===== src/rtl/cache_fill_fsm.sv =====
`default_nettype none
// ============================================================================
// Module      : cache_fill_fsm
// Description : Miss-fill controller for the L1 I/D caches. On a miss it
//               latches the block address and issues one pipelined word read
//               per cycle to main memory. Each returned word is written into
//               the data array at the current word offset and set index.
//               The tag array is written once at the end and the pipeline
//               stall is released.
// Revision    : 1.0 - initial release
// ============================================================================
module cache_fill_fsm #(
    parameter int ADDR_W = 16,  // byte-address width
    parameter int WORDS  = 8,   // words per block, equal to 2**OFF_W
    parameter int OFF_W  = 3,   // word-offset width
    parameter int IDX_W  = 6    // set-index width
) (
    input  logic                            clk,
    input  logic                            rst,
    input  logic                            miss_detected,
    input  logic [ADDR_W-1:0]               miss_address,
    input  logic                            memory_data_vld,
    output logic                            fsm_busy,
    output logic                            memory_read,
    output logic [ADDR_W-1:0]               memory_address,
    output logic [OFF_W-1:0]                word_offset,
    output logic [IDX_W-1:0]                fill_index,
    output logic [ADDR_W-IDX_W-OFF_W-2:0]   fill_tag,
    output logic                            write_data_array,
    output logic                            write_tag_array,
    output logic                            fill_done
);

    // ------------------------------------------------------------------------
    // Derived widths and constants
    // ------------------------------------------------------------------------
    // Address layout: { tag | index | word | byte }, byte field is one bit.
    localparam int TAG_W = ADDR_W - IDX_W - OFF_W - 1;
    // Block-aligned part of the address that must be kept for the fill.
    localparam int BLK_W = ADDR_W - OFF_W - 1;
    // One extra counter bit so that "all WORDS seen" is representable.
    localparam int CNT_W = OFF_W + 1;

    localparam logic [CNT_W-1:0] C_CNT_ZERO  = '0;
    localparam logic [CNT_W-1:0] C_CNT_ONE   = CNT_W'(1);
    localparam logic [CNT_W-1:0] C_CNT_LAST  = CNT_W'(WORDS - 1);
    localparam logic [CNT_W-1:0] C_CNT_WORDS = CNT_W'(WORDS);

    // ------------------------------------------------------------------------
    // State encoding
    // ------------------------------------------------------------------------
    localparam logic [1:0] S_IDLE   = 2'd0;  // waiting for a miss
    localparam logic [1:0] S_REQ    = 2'd1;  // issuing word reads
    localparam logic [1:0] S_WAIT   = 2'd2;  // all reads issued, draining
    localparam logic [1:0] S_FINISH = 2'd3;  // tag write, one cycle

    // ------------------------------------------------------------------------
    // Registers and internal wires
    // ------------------------------------------------------------------------
    logic [1:0]        r_state;
    logic [1:0]        w_next_state;

    // Block address of the miss; the word/byte bits are regenerated from
    // the request counter, so only the block-aligned part is stored.
    logic [BLK_W-1:0]  r_blk_addr;

    // Number of read requests issued in this fill.
    logic [CNT_W-1:0]  r_req_cnt;
    // Number of responses accepted in this fill.
    logic [CNT_W-1:0]  r_rsp_cnt;

    logic              w_in_fill_window;
    logic              w_rsp_accept;
    logic              w_last_rsp;
    logic              w_all_rsp_seen;
    logic              w_last_req;
    logic              w_miss_accept;

    // Word and byte bits of the miss address do not affect the fill: the
    // whole block is fetched starting from word 0.
    logic              w_unused_addr_bits;
    assign w_unused_addr_bits = &{1'b0, miss_address[OFF_W:0]};

    // ------------------------------------------------------------------------
    // Handshake qualification
    // ------------------------------------------------------------------------
    // Responses are only meaningful while reads can be outstanding; valids
    // in IDLE or FINISH, and any beyond the WORDS-th, are dropped.
    assign w_in_fill_window = (r_state == S_REQ) || (r_state == S_WAIT);
    assign w_rsp_accept     = memory_data_vld && w_in_fill_window
                              && (r_rsp_cnt < C_CNT_WORDS);
    assign w_last_rsp       = w_rsp_accept && (r_rsp_cnt == C_CNT_LAST);
    assign w_all_rsp_seen   = (r_rsp_cnt == C_CNT_WORDS);
    assign w_last_req       = (r_state == S_REQ) && (r_req_cnt == C_CNT_LAST);
    assign w_miss_accept    = (r_state == S_IDLE) && miss_detected;

    // ------------------------------------------------------------------------
    // State register
    // ------------------------------------------------------------------------
    // Holds the fill phase; reset returns to IDLE from any point of a fill.
    always_ff @(posedge clk) begin
        if (rst) begin
            r_state <= S_IDLE;
        end else begin
            r_state <= w_next_state;
        end
    end

    // ------------------------------------------------------------------------
    // Next-state logic
    // ------------------------------------------------------------------------
    // REQ always runs its full WORDS cycles before WAIT, so even a response
    // stream that completes during REQ cannot skip ahead of the requests.
    always_comb begin
        w_next_state = r_state;
        case (r_state)
            S_IDLE: begin
                if (miss_detected) begin
                    w_next_state = S_REQ;
                end
            end
            S_REQ: begin
                if (w_last_req) begin
                    w_next_state = S_WAIT;
                end
            end
            S_WAIT: begin
                if (w_last_rsp || w_all_rsp_seen) begin
                    w_next_state = S_FINISH;
                end
            end
            S_FINISH: begin
                w_next_state = S_IDLE;
            end
            default: begin
                w_next_state = S_IDLE;
            end
        endcase
    end

    // ------------------------------------------------------------------------
    // Fill datapath: latched block address and request/response counters
    // ------------------------------------------------------------------------
    // The block address is captured once per accepted miss and then held,
    // which keeps fill_index / fill_tag stable for the entire fill.
    always_ff @(posedge clk) begin
        if (rst) begin
            r_blk_addr <= '0;
            r_req_cnt  <= C_CNT_ZERO;
            r_rsp_cnt  <= C_CNT_ZERO;
        end else begin
            if (w_miss_accept) begin
                r_blk_addr <= miss_address[ADDR_W-1:OFF_W+1];
                r_req_cnt  <= C_CNT_ZERO;
                r_rsp_cnt  <= C_CNT_ZERO;
            end else begin
                if (r_state == S_REQ) begin
                    r_req_cnt <= r_req_cnt + C_CNT_ONE;
                end
                if (w_rsp_accept) begin
                    r_rsp_cnt <= r_rsp_cnt + C_CNT_ONE;
                end
            end
        end
    end

    // ------------------------------------------------------------------------
    // Output logic
    // ------------------------------------------------------------------------
    // Request address keeps the block part fixed and walks the word field,
    // so the offset never carries into index or tag.
    always_comb begin
        fsm_busy         = (r_state != S_IDLE);
        memory_read      = (r_state == S_REQ);
        memory_address   = '0;
        if (r_state == S_REQ) begin
            memory_address = {r_blk_addr, r_req_cnt[OFF_W-1:0], 1'b0};
        end
        write_data_array = w_rsp_accept;
        word_offset      = r_rsp_cnt[OFF_W-1:0];
        fill_index       = r_blk_addr[IDX_W-1:0];
        fill_tag         = r_blk_addr[BLK_W-1:IDX_W];
        write_tag_array  = (r_state == S_FINISH);
        fill_done        = (r_state == S_FINISH);
    end

endmodule
`default_nettype wire


===== config.mk =====
export PLATFORM = sky130hd
export DESIGN_NAME = cache_fill_fsm
export DESIGN_NICKNAME = d
export VERILOG_FILES = /design/src/rtl/cache_fill_fsm.sv
export SDC_FILE = /design/constraint.sdc
export NUM_CORES = 1
export LEC_CHECK = 0
export CELL_PAD_IN_SITES_DETAIL_PLACEMENT = 2
export CELL_PAD_IN_SITES_GLOBAL_PLACEMENT = 2
export CORE_ASPECT_RATIO = 0.6
export CORE_MARGIN = 1.5
export CORE_UTILIZATION = 22
export DETAILED_ROUTE_END_ITERATION = 7
export PLACE_DENSITY_LB_ADDON = 0.1
export SYNTH_ARGS = -nofsm -noshare
export SYNTH_HDL_FRONTEND = slang
export SYNTH_SLANG_ARGS = --single-unit

===== constraint.sdc =====
create_clock -name clk -period 2.8 [get_ports clk]
set_input_delay 0.56 -clock clk [delete_from_list [all_inputs] [get_ports clk]]
set_output_delay 0.56 -clock clk [all_outputs]
set_load 0.01 [all_outputs]

### Word-level counts from Yosys, hierarchy flattened

Cells that the tools add are included.
W data, S select, Z words.

| cells by class | value |
|---|---|
| $add $sub $neg | 2 |
| $lt $le $gt $ge | 1 |
| eq/ne operators | 9 |
| mux-type cells | 5 |
| reductions and logical operators | 11 |

Operator list:

| cell | count |
|---|---|
| $mux W16 | 1 |
| $add A4 B1 Y4 const B | 2 |
| $eq A4 B3 Y1 const B | 2 |
| $pmux W2 S4 | 1 |
| $mux W2 | 3 |
| $logic_and A1 B1 Y1 | 5 |
| $eq A2 B2 Y1 const B | 2 |
| $eq A4 B4 Y1 const B | 1 |
| $lt A4 B4 Y1 const B | 1 |
| $ne A2 B1 Y1 const B | 2 |
| $reduce_and A3 Y1 | 1 |
| $eq A2 B1 Y1 const B | 1 |
| $logic_not A2 Y1 | 1 |
| $logic_or A1 B1 Y1 | 2 |
| $ne A2 B2 Y1 const B | 1 |
| $reduce_bool A2 Y1 | 1 |
| $reduce_or A2 Y1 | 1 |

| word-level totals | value |
|---|---|
| flip-flop bits (word level) | 22 |
| input port bits | 20 |

### Logic depth before layout (Yosys ltp)

Gate-level depths: netlist (run 1).

| logic depth | value |
|---|---|
| depth in word-level cells | 8 |
| depth in mapped cells | 7 |
| gate-level depth less buffers | 6 |

### Worst setup path after synthesis (run 1)

Ideal clock, no wire load.

| path | value |
|---|---|
| path kind | register -> output |
| from | register r_state[1] |
| to | output memory_address[10] |
| arrival | 1.322 ns |
| data required time | 2.240 ns |
| path slack | 0.918 ns |
| cell stages (with the launch flop) | 6 |
| path buffers | 2 |
| cells stage by stage | dfxtp_1 inv_1 ha_1 clkbuf_1 clkbuf_1 and2_1 |

| on the way | value |
|---|---|
| cells in the longest elaborated chain, start to end | 2 |

Ends and longest elaborated chain:

| element | line | text |
|---|---|---|
| start, declared | 60 | `logic [1:0] r_state;` |
| start signal, assigned | 105 | `r_state <= w_next_state;` |
| $eq A2 B1 Y1 | - |  |
| net memory_read | 24 | `output logic memory_read,` |
| $mux W16 | 176 | `if (r_state == S_REQ) begin` |
| end, declared | 25 | `output logic [ADDR_W-1:0] memory_address,` |

The timed path passes the listed nets, and every way through them passes these cells.

### Worst setup path after layout (run 1)

| path | value |
|---|---|
| from | register r_state[0] |
| to | output write_data_array |

| on the way | value |
|---|---|
| cells in the longest elaborated chain, start to end | 4 |

Ends and longest elaborated chain:

| element | line | text |
|---|---|---|
| $eq A2 B1 Y1 or $eq A2 B2 Y1 (tied branches) | 89 | `assign w_in_fill_window = (r_state == S_REQ) \|\| (r_state == S_WAIT);` |
| $logic_or A1 B1 Y1 (*) | 89 |  |
| $logic_and A1 B1 Y1 (*) | 90 | `assign w_rsp_accept = memory_data_vld && w_in_fill_window` |
| $logic_and A1 B1 Y1 (*) | 91 | `&& (r_rsp_cnt < C_CNT_WORDS);` |
| end, declared | 29 | `output logic write_data_array,` |

Every way passes the cells marked *; elsewhere a longest branch is shown, timed or not.

==> results_dict.tcl, run 1 <==
set metrics [dict create \
    status "completed" \
    htreeDepth 1 \
    nNetsFinal 209 \
    start_util_pct 23.6 \
    cts.sinks 22 \
    fp.dieArea_mm2 0.00549 \
    gp_congestion 0.721 \
    synth_area_mm2 0.00111 \
    hold_violations 0 \
    fin_crit_ns 2.44 \
    slew_viol_final 0 \
    post-cts-setup-buffers 0 \
    combinationalPowerShare_pct 47.1 \
    grt_start_max_net_pins 14 \
    totalWireLength_um 3290 \
    reg2reg_slack_ns 0.75 \
    yosys.area.top_type "dfxtp_1" \
    synth_ff_type "dfxtp_1" \
    core-area_mm2 0.00471 \
    r2r_cells 7 \
    fin_crit_sh_pct 87.0 \
    reg2reg_to "r_state[1]" \
    port_buffers 50 \
    yosysSeqAreaShare_pct 39.7 \
    startpoint_type "flop" \
    syn_to_final_growth_pct 55.0 \
    critical_path_class "reg -> out" \
    path_clk_slew_ns 0.08 \
    crit_required_ns 2.24 \
    synthMuxAreaShare_pct 1.81 \
    synth_edf_count 0 \
    worstSetupEndpointType "output port" \
    synth_top_family_by_area "simple AND/OR/NAND/NOR gates" \
    min_path_type "reg -> reg" \
    power.leakage_nw 0.668 \
    max_freq_ghz 0.410 \
    pwr-share-seq_pct 30.8 \
    ios 56 \
    num_rows 19 \
    p_int_w 0.000883 \
    worstPathArrival_ns 1.88 \
    route.detailed.drc 0 \
    fp.dieH_um 58.0 \
    clk_path_buf_depth 2 \
    grt_first_pass_wirelength_um 5550 \
    ctsHoldBuffers 0 \
    diodes 0 \
    path_max_fanout 4 \
    rsz0062_at_grt "false" \
    syn-num-nets 162 \
    wl_per_cell_um 13.5 \
    cts_tree "built" \
    dp_hpwl_um 2650 \
    yosys.area_share.simple_pct 26.7 \
    startpoint "r_state[0]" \
    finalPower_w 0.00137 \
    syn_inst 134 \
    ys_warn_count 0 \
    vias 1044 \
    grt_pass1_vias 1082 \
    synth_fa_ha_area_share_pct 9.03 \
    post_drt_via_cell_ratio 4.30 \
    ctsResizeCount 0 \
    final-setup-viol-count 0 \
    grt.overflow.total 0 \
    ir_worst_vdd_v 0.000242 \
    dieWidth_um 94.6 \
    synthArstFlopShare_pct 0 \
    max_cap_violations 0 \
    tns_ns 0 \
    synth_compound_area_share_pct 9.93 \
    crit_path_end "write_data_array" \
    drive_above_1_share_pct 6.11 \
    grtUsageTotal_pct 13.5 \
    synth_area_leaders "dfxtp_1 (40%), nand2_1 (9.1%), and2_1 (9.0%), ha_1 (9.0%), a21oi_1 (5.9%)" \
    detail-route-antenna-nets 0 \
    synth_xor_area_share_pct 3.95 \
    yosysTopAreaCellShare_pct 39.7 \
    clkPwrFrac_pct 22.1 \
    drt-initial-drc-count 21 \
    whs_ns 0.480 \
    ys_types 27 \
    pwr_density_cell_mw_per_mm2 796 \
    ys_ff_latch 22 \
    fin_skew_ns 0.00645 \
    antenna_found_initial 0 \
    cts_buffers 3 \
    root_buffer "clkbuf_8" \
    switching_share_pct 35.4 \
    insertion_delay_ns 0.27 \
    worst_r2r_startpoint "r_state[0]" \
    p_sw_w 0.000485 \
    drt_pass1_iterations 3 \
    synth.avg_cell_area_um2 8.27 \
]
-- worst min-delay path by stage --
| stage | from | to | slack [ns] | cells past startpoint |
|---|---|---|---|---|
| 6_report | r_blk_addr[0] | r_blk_addr[0] | 0.48 | 2 |
| 5_1_grt | r_blk_addr[7] | r_blk_addr[7] | 0.51 | 2 |
| 4_1_cts | r_blk_addr[0] | r_blk_addr[0] | 0.48 | 2 |
| 3_5_place_dp | r_blk_addr[8] | r_blk_addr[8] | 0.47 | 2 |
| 3_3_place_gp | r_blk_addr[7] | r_blk_addr[7] | 0.45 | 2 |
| 2_1_floorplan | r_rsp_cnt[3] | r_rsp_cnt[3] | 0.44 | 2 |
-- worst max-delay path: stages (launching register included) --
cell	delay (ns)
dfxtp_1	0.40
inv_1	0.11
ha_1	0.35
and3b_1	0.21
clkdlybuf4s50_1	0.55
-- sequential cells by signal, indices dropped and copies added (netlist names) --
| signal | cells |
|---|---|
| r_req_cnt | 4 |
| r_rsp_cnt | 4 |
| r_state | 2 |
| r_blk_addr | 12 |
-- stage by stage --
step           setup slack, ns  cell area [µm²]  cells  util [%]
3_3_place_gp             0.469             1650    239      35.0
4_1_cts                  0.334             1720    243      36.5
2_1_floorplan            0.918             1110    134         -
3_5_place_dp             0.447             1650    239      35.0
6_report                 0.364             1720    243      36.5
5_1_grt                  0.255             1720    243      36.5
-- power groups by stage --
stage	combinational (W)	sequential [W]	clock, W
floorplan	0.000355	0.000432	0
global placement	0.000627	0.000425	0
detailed placement	0.000658	0.000431	0
CTS	0.000662	0.000423	0.000314
global route	0.000720	0.000434	0.000326
finish	0.000644	0.000421	0.000302
-- metal layers --
metal / up-vias / part of all wire (%) / GRT usage, %
li1: 512 / - / -
met1: 503 / 48 / 18.2
met2: 27 / 46 / 20.8
met3: 2 / 5.5 / 4.72
met4: 0 / 0.85 / 3.20
met5: - / 0 / 0
-- area by class of cell --
type | count | area (µm²)
sequential | 22 | 440
multi-input combinational | 94 | 574
tap | 63 | 78.8
clock inverter | 1 | 30.0
fill | 535 | 2990
inverter | 6 | 22.5
clock buffer | 3 | 41.3
timing repair buffer | 54 | 531
-- synthesized netlist by cell type, types with 2 or more instances --
master and number:
a21oi_1 13, and2_1 16, buf_4 5, clkbuf_1 6
dfxtp_1 22, ha_1 8, inv_1 6, mux2i_1 2
nand2_1 27, nor2_1 9, xnor2_1 2, xor2_1 3
-- cells in the final DEF, fill, tap and decap left out --
cell type        instances
a21oi_1                 13
a2bb2oi_1                1
a311o_1                  1
a31oi_1                  1
and2_1                  16
and2_4                   1
and3_1                   1
and3b_1                  1
and3b_2                  1
buf_4                    4
bufinv_16                1
clkbuf_8                 3
clkdlybuf4s50_1         50
conb_1                   1
dfxtp_1                 22
ha_1                     8
inv_1                    6
mux2i_1                  2
nand2_1                 27
nand2b_1                 1
nand3_1                  1
nand3b_1                 1
nand4b_1                 1
nor2_1                   9
o21a_1                   1
o31ai_2                  1
xnor2_1                  2
xor2_1                   3
-- kinds of logic (layout without fill, tap and decap cells) --
logic type      Yosys count  count (layout)
buf+inv                  18              64
other cells               1               1
flops                    22              22
fa+ha+maj                 8               8
mux                       2               2
simple gates             60              60
xor+xnor                  5               5
compound gates           18              18
No activity file was read; power rests on OpenSTA's default activity.
==> run 2, diff against run 1 <==
--- a/config.mk
+++ b/config.mk
@@ -8,7 +8,6 @@
 export CELL_PAD_IN_SITES_DETAIL_PLACEMENT = 2
 export CELL_PAD_IN_SITES_GLOBAL_PLACEMENT = 2
 export CORE_ASPECT_RATIO = 0.6
-export CORE_MARGIN = 1.5
 export CORE_UTILIZATION = 22
 export DETAILED_ROUTE_END_ITERATION = 7
 export PLACE_DENSITY_LB_ADDON = 0.1
==> run 2 against run 1 <==
Compared with the run above:
- combinational power is 2% lower
- register-to-register slack better by 0.02 ns
- hold slack hardly changed
- clock power hardly changed
- routed wire length is 1.1% higher
- die area is 2.8% lower
- via count is 0.29% lower
- fmax is 7.0% lower
- cell area is 0.44% lower
==> results_dict.tcl, run 2 (same netlist as run 1, synthesis figures left out) <==
set metrics [dict create \
    max_freq_ghz 0.382 \
    worstPathArrival_ns 2.06 \
    reg_top3 "r_blk_addr x12, r_req_cnt x4, r_rsp_cnt x4" \
    grtUsageTotal_pct 14.2 \
    path_max_fanout 11 \
    pwr-share-seq_pct 31.3 \
    startpoint "r_state[1]" \
    cts_buffers 3 \
    dieWidth_um 93.6 \
    startpoint_type "flop" \
    ctsResizeCount 0 \
    p_sw_w 0.000477 \
    worstSetupEndpointType "output port" \
    grt.overflow.total 0 \
    post-cts-setup-buffers 0 \
    status "completed" \
    clkPwrFrac_pct 22.3 \
    final-setup-viol-count 0 \
    fin_skew_ns 0.0116 \
    hold_violations 0 \
    nFillCells 539 \
    wl_per_cell_um 13.7 \
    layout_commonest_cell "clkdlybuf4s50_1" \
    final_cell_area_mm2 0.00171 \
    path_clk_slew_ns 0.07 \
    gr-usage-met3_pct 4.27 \
    drive_above_1_share_pct 5.59 \
    ir_worst_vdd_v 0.000256 \
    ctsHoldBuffers 0 \
    met2_usage_pct 23.4 \
    drt_pass1_iterations 3 \
    reg2reg_to "r_state[0]" \
    p_int_w 0.000876 \
    route.detailed.drc 0 \
    post-route-util_pct 36.3 \
    port_buffers 50 \
    grt_most_used_layer "met2" \
    postPlaceCellArea_mm2 0.00164 \
    fin_crit_sh_pct 93.6 \
    critical_path_class "reg -> out" \
    crit_required_ns 2.24 \
    cts.sinks 22 \
    power.leakage_nw 0.663 \
    reg2reg_slack_ns 0.77 \
    whs_ns 0.480 \
    top_register "r_blk_addr" \
    worst-path-buf-inv 3 \
    grt_pass1_vias 1182 \
    crit_path_end "memory_address[13]" \
    vias 1041 \
    slowest_delay_ns 0.54 \
    min_path_type "reg -> reg" \
    path_delay_family "buffers and inverters" \
    rsz0062_at_grt "false" \
    r2r_cells 7 \
    max_cap_violations 0 \
    slew_viol_final 0 \
    dp_hpwl_um 2730 \
    insertion_delay_ns 0.27 \
    most-common-layout-cells "clkdlybuf4s50_1 (50), nand2_1 (27), dfxtp_1 (22), and2_1 (16), a21oi_1 (13)" \
    ios 56 \
    largest_reg_flops 12 \
    fp.dieH_um 57.0 \
    crit_slowest_cell "clkdlybuf4s50_1" \
    switching_share_pct 35.2 \
    antenna_found_initial 0 \
    pwr_density_cell_mw_per_mm2 791 \
    core-area_mm2 0.00471 \
    grt_start_max_net_pins 14 \
    finalPower_w 0.00135 \
    detail-route-antenna-nets 0 \
    crit_cells 5 \
    post_drt_via_cell_ratio 4.30 \
    grt_first_pass_wirelength_um 5840 \
    totalWireLength_um 3330 \
    fp.dieArea_mm2 0.00534 \
    cts_tree "built" \
    root_buffer "clkbuf_8" \
    worst_r2r_startpoint "r_state[0]" \
    drt-initial-drc-count 18 \
    nNetsFinal 208 \
    met1_usage_pct 18.5 \
    clk_path_buf_depth 2 \
    htreeDepth 1 \
    diodes 0 \
    crit_chain "inv_1 > ha_1 > buf_4 > and2_1 > clkdlybuf4s50_1" \
    tns_ns 0 \
    gp_congestion 0.728 \
    start_util_pct 23.6 \
    num_rows 19 \
    combinationalPowerShare_pct 46.4 \
    fin_crit_ns 2.62 \
    syn_to_final_growth_pct 54.3 \
]
[run 2: cell count changes in the layout (fill, tap and decap cells not counted), sizes merged]
| cell | previous run | this run |
|---|---|---|
| buf | 4 | 3 |
[run 2: worst min-delay path: stages (launching register included)]
cell,delay [ns]
dfxtp_1,0.33
nand2_1,0.06
a21oi_1,0.05
[run 2: how the worst min path moves through the flow]
stage,cells after the start,slack [ns],from,end
after floorplan,2,0.44,r_rsp_cnt[3],r_rsp_cnt[3]
after CTS,2,0.49,r_blk_addr[7],r_blk_addr[7]
after global placement,2,0.45,r_blk_addr[1],r_blk_addr[1]
after global routing,2,0.52,r_blk_addr[2],r_blk_addr[2]
after detailed placement,2,0.47,r_blk_addr[7],r_blk_addr[7]
final,2,0.48,r_blk_addr[11],r_blk_addr[11]
[run 2: layer usage]
| metal | wire length [µm] | share of wire (%) |
|---|---|---|
| met3 | 138 | 4.1 |
| met5 | 0 | 0 |
| met1 | 1600 | 48 |
| met4 | 33 | 0.99 |
| met2 | 1560 | 47 |
[run 2: final cells by class]
class / instances / area, µm² / area share [%]
well taps: 63 / 78.8 / 4.61
repair buffers: 53 / 523 / 30.6
inverters: 6 / 22.5 / 1.32
multi-input cells: 94 / 574 / 33.6
clock inverters: 1 / 30.0 / 1.76
flip-flops and latches: 22 / 440 / 25.7
clock buffers: 3 / 41.3 / 2.41
[run 2: through the flow]
step                cells  worst slack (ns)
floorplan             134             0.918
global placement      238             0.467
detailed placement    238             0.435
CTS                   242             0.125
global route          242            0.0162
finish                242             0.180
[run 2: power groups by stage]
stage | logic (W) | clock network [W] | registers, W
2_1_floorplan | 0.000355 | 0 | 0.000432
3_3_place_gp | 0.000621 | 0 | 0.000426
3_5_place_dp | 0.000644 | 0 | 0.000433
4_1_cts | 0.000647 | 0.000313 | 0.000426
5_1_grt | 0.000700 | 0.000329 | 0.000435
6_report | 0.000628 | 0.000301 | 0.000423
==> run 3, diff against run 2 <==
--- a/config.mk
+++ b/config.mk
@@ -8,8 +8,9 @@
 export CELL_PAD_IN_SITES_DETAIL_PLACEMENT = 2
 export CELL_PAD_IN_SITES_GLOBAL_PLACEMENT = 2
 export CORE_ASPECT_RATIO = 0.6
-export CORE_UTILIZATION = 22
+export CORE_UTILIZATION = 35
 export DETAILED_ROUTE_END_ITERATION = 7
+export DONT_BUFFER_PORTS = 1
 export PLACE_DENSITY_LB_ADDON = 0.1
 export SYNTH_ARGS = -nofsm -noshare
 export SYNTH_HDL_FRONTEND = slang
==> run 3 against run 2 <==
Compared with the run above:
- global-route usage increased by 2.7 points
- fmax grew 14%
- final cell count fell by 30%
- utilization rose by 3.3 points
- largest power group is now registers
- sequential share of layout area increased by 12 points
- highest routed layer unchanged
- critical path type unchanged
==> results_dict.tcl, run 3 (same netlist as run 1, synthesis figures left out) <==
set metrics [dict create \
    status "completed" \
    top_register "r_blk_addr" \
    most-common-layout-cells "nand2_1 (27), dfxtp_1 (22), and2_1 (16), a21oi_1 (13), nor2_1 (9)" \
    diodes 0 \
    crit_path_end "memory_address[15]" \
    worstPathArrival_ns 1.73 \
    ios 56 \
    clk_path_buf_depth 2 \
    layout_commonest_cell "nand2_1" \
    nNetsFinal 156 \
    ir_worst_vdd_v 0.000256 \
    fin_crit_ns 2.29 \
    fin_skew_ns 0.00466 \
    totalWireLength_um 2660 \
    ctsResizeCount 0 \
    reg_top3 "r_blk_addr x12, r_req_cnt x4, r_rsp_cnt x4" \
    fp.dieH_um 45.6 \
    ctsHoldBuffers 0 \
    root_buffer "clkbuf_8" \
    min_path_cells 1 \
    vias 843 \
    p_int_w 0.000712 \
    fin_crit_sh_pct 81.9 \
    post-cts-setup-buffers 0 \
    reg2reg_slack_ns 0.82 \
    grt_first_pass_wirelength_um 4140 \
    num_rows 15 \
    wl_per_cell_um 15.7 \
    startpoint_type "flop" \
    grt.overflow.total 0 \
    fp.dieArea_mm2 0.00340 \
    clkPwrFrac_pct 25.8 \
    core-area_mm2 0.00295 \
    grt_pass1_vias 844 \
    pwr_density_cell_mw_per_mm2 980 \
    insertion_delay_ns 0.26 \
    pwr-share-seq_pct 38.8 \
    hold_violations 0 \
    dieWidth_um 74.7 \
    rsz0062_at_grt "false" \
    crit_required_ns 2.24 \
    htreeDepth 1 \
    grtUsageTotal_pct 16.9 \
    post_drt_via_cell_ratio 4.99 \
    crit_slowest_cell "ha_1" \
    path_max_fanout 14 \
    worstSetupEndpointType "output port" \
    worst_r2r_startpoint "r_state[0]" \
    drive_above_1_share_pct 6.30 \
    gp_congestion 0.713 \
    drt-initial-drc-count 46 \
    largest_reg_flops 12 \
    cts.sinks 22 \
    min_path_type "in -> reg" \
    detail-route-antenna-nets 0 \
    combinationalPowerShare_pct 35.5 \
    slew_viol_final 0 \
    syn_to_final_growth_pct 5.42 \
    drt_pass1_iterations 4 \
    grt_start_max_net_pins 17 \
    route.detailed.drc 0 \
    max_slew.worst_pin.slew_ns 0.590 \
    dp_hpwl_um 2050 \
    path_clk_slew_ns 0.08 \
    final_cell_area_mm2 0.00117 \
    max_cap_violations 0 \
    r2r_cells 6 \
    reg2reg_to "r_state[0]" \
    max_freq_ghz 0.436 \
    switching_share_pct 37.8 \
    crit_chain "inv_1 > ha_1 > buf_4 > and2_1" \
    port_buffers 0 \
    postPlaceCellArea_mm2 0.00110 \
    startpoint "r_state[1]" \
    p_sw_w 0.000433 \
    tns_ns 0 \
    critical_path_class "reg -> out" \
    final-setup-viol-count 0 \
    cts_tree "built" \
    nFillCells 341 \
    antenna_found_initial 0 \
    cts_buffers 3 \
    start_util_pct 37.6 \
    slowest_delay_ns 0.56 \
    slew_headroom_pct 60.7 \
    power.leakage_nw 0.473 \
]
==> run 3: worst min-delay path by stage <==
stage,startpoint,endpoint,slack [ns]
final,rst,r_blk_addr[5],0.36
after global routing,rst,r_blk_addr[10],0.34
after CTS,rst,r_blk_addr[5],0.34
after detailed placement,r_rsp_cnt[3],r_rsp_cnt[3],0.49
after global placement,r_rsp_cnt[3],r_rsp_cnt[3],0.46
after floorplan,r_rsp_cnt[3],r_rsp_cnt[3],0.44
==> run 3: critical path: cells and delay by family (launching register included) <==
family	cells	cell delay (ns)
adder cells (fa/ha/maj)	1	0.56
AND/OR/NAND/NOR	1	0.19
buffers and inverters	2	0.39
flip-flops	1	0.34
==> run 3: area by class of cell <==
type	count	area (µm²)	area share (%)
repair buffers	1	7.51	0.642
multi-input cells	94	574	49.1
flip-flops and latches	22	440	37.7
inverters	6	22.5	1.93
clock inverters	1	30.0	2.57
well taps	42	52.6	4.50
clock buffers	3	41.3	3.53
==> run 3: per-layer routing <==
layer  global-route usage [%]  wire length [µm]  part of all wire [%]  up-vias
li1                         -                 -                     -      407
met1                     23.0              1250                    47      404
met2                     26.1              1200                    45       30
met3                     5.75               203                   7.6        2
met4                     3.40                 8                  0.30        0
met5                        0                 0                     0        -
==> run 3: power by group through the flow <==
stage | logic (W) | clock network, W | registers, W
2_1_floorplan | 0.000355 | 0 | 0.000432
4_1_cts | 0.000414 | 0.000305 | 0.000446
6_report | 0.000406 | 0.000295 | 0.000444
3_3_place_gp | 0.000392 | 0 | 0.000446
3_5_place_dp | 0.000412 | 0 | 0.000453
5_1_grt | 0.000463 | 0.000319 | 0.000455
==> run 3: metrics by stage <==
stage	instances	setup WS [ns]	util [%]	total power, W	hold WS, ns
2_1_floorplan	134	0.918	-	0.000787	0.444
3_3_place_gp	165	0.845	37.2	0.000838	0.458
5_1_grt	169	0.365	39.7	0.00124	0.338
3_5_place_dp	165	0.796	37.2	0.000865	0.485
4_1_cts	169	0.474	39.7	0.00116	0.345
6_report	169	0.508	39.7	0.00114	0.356
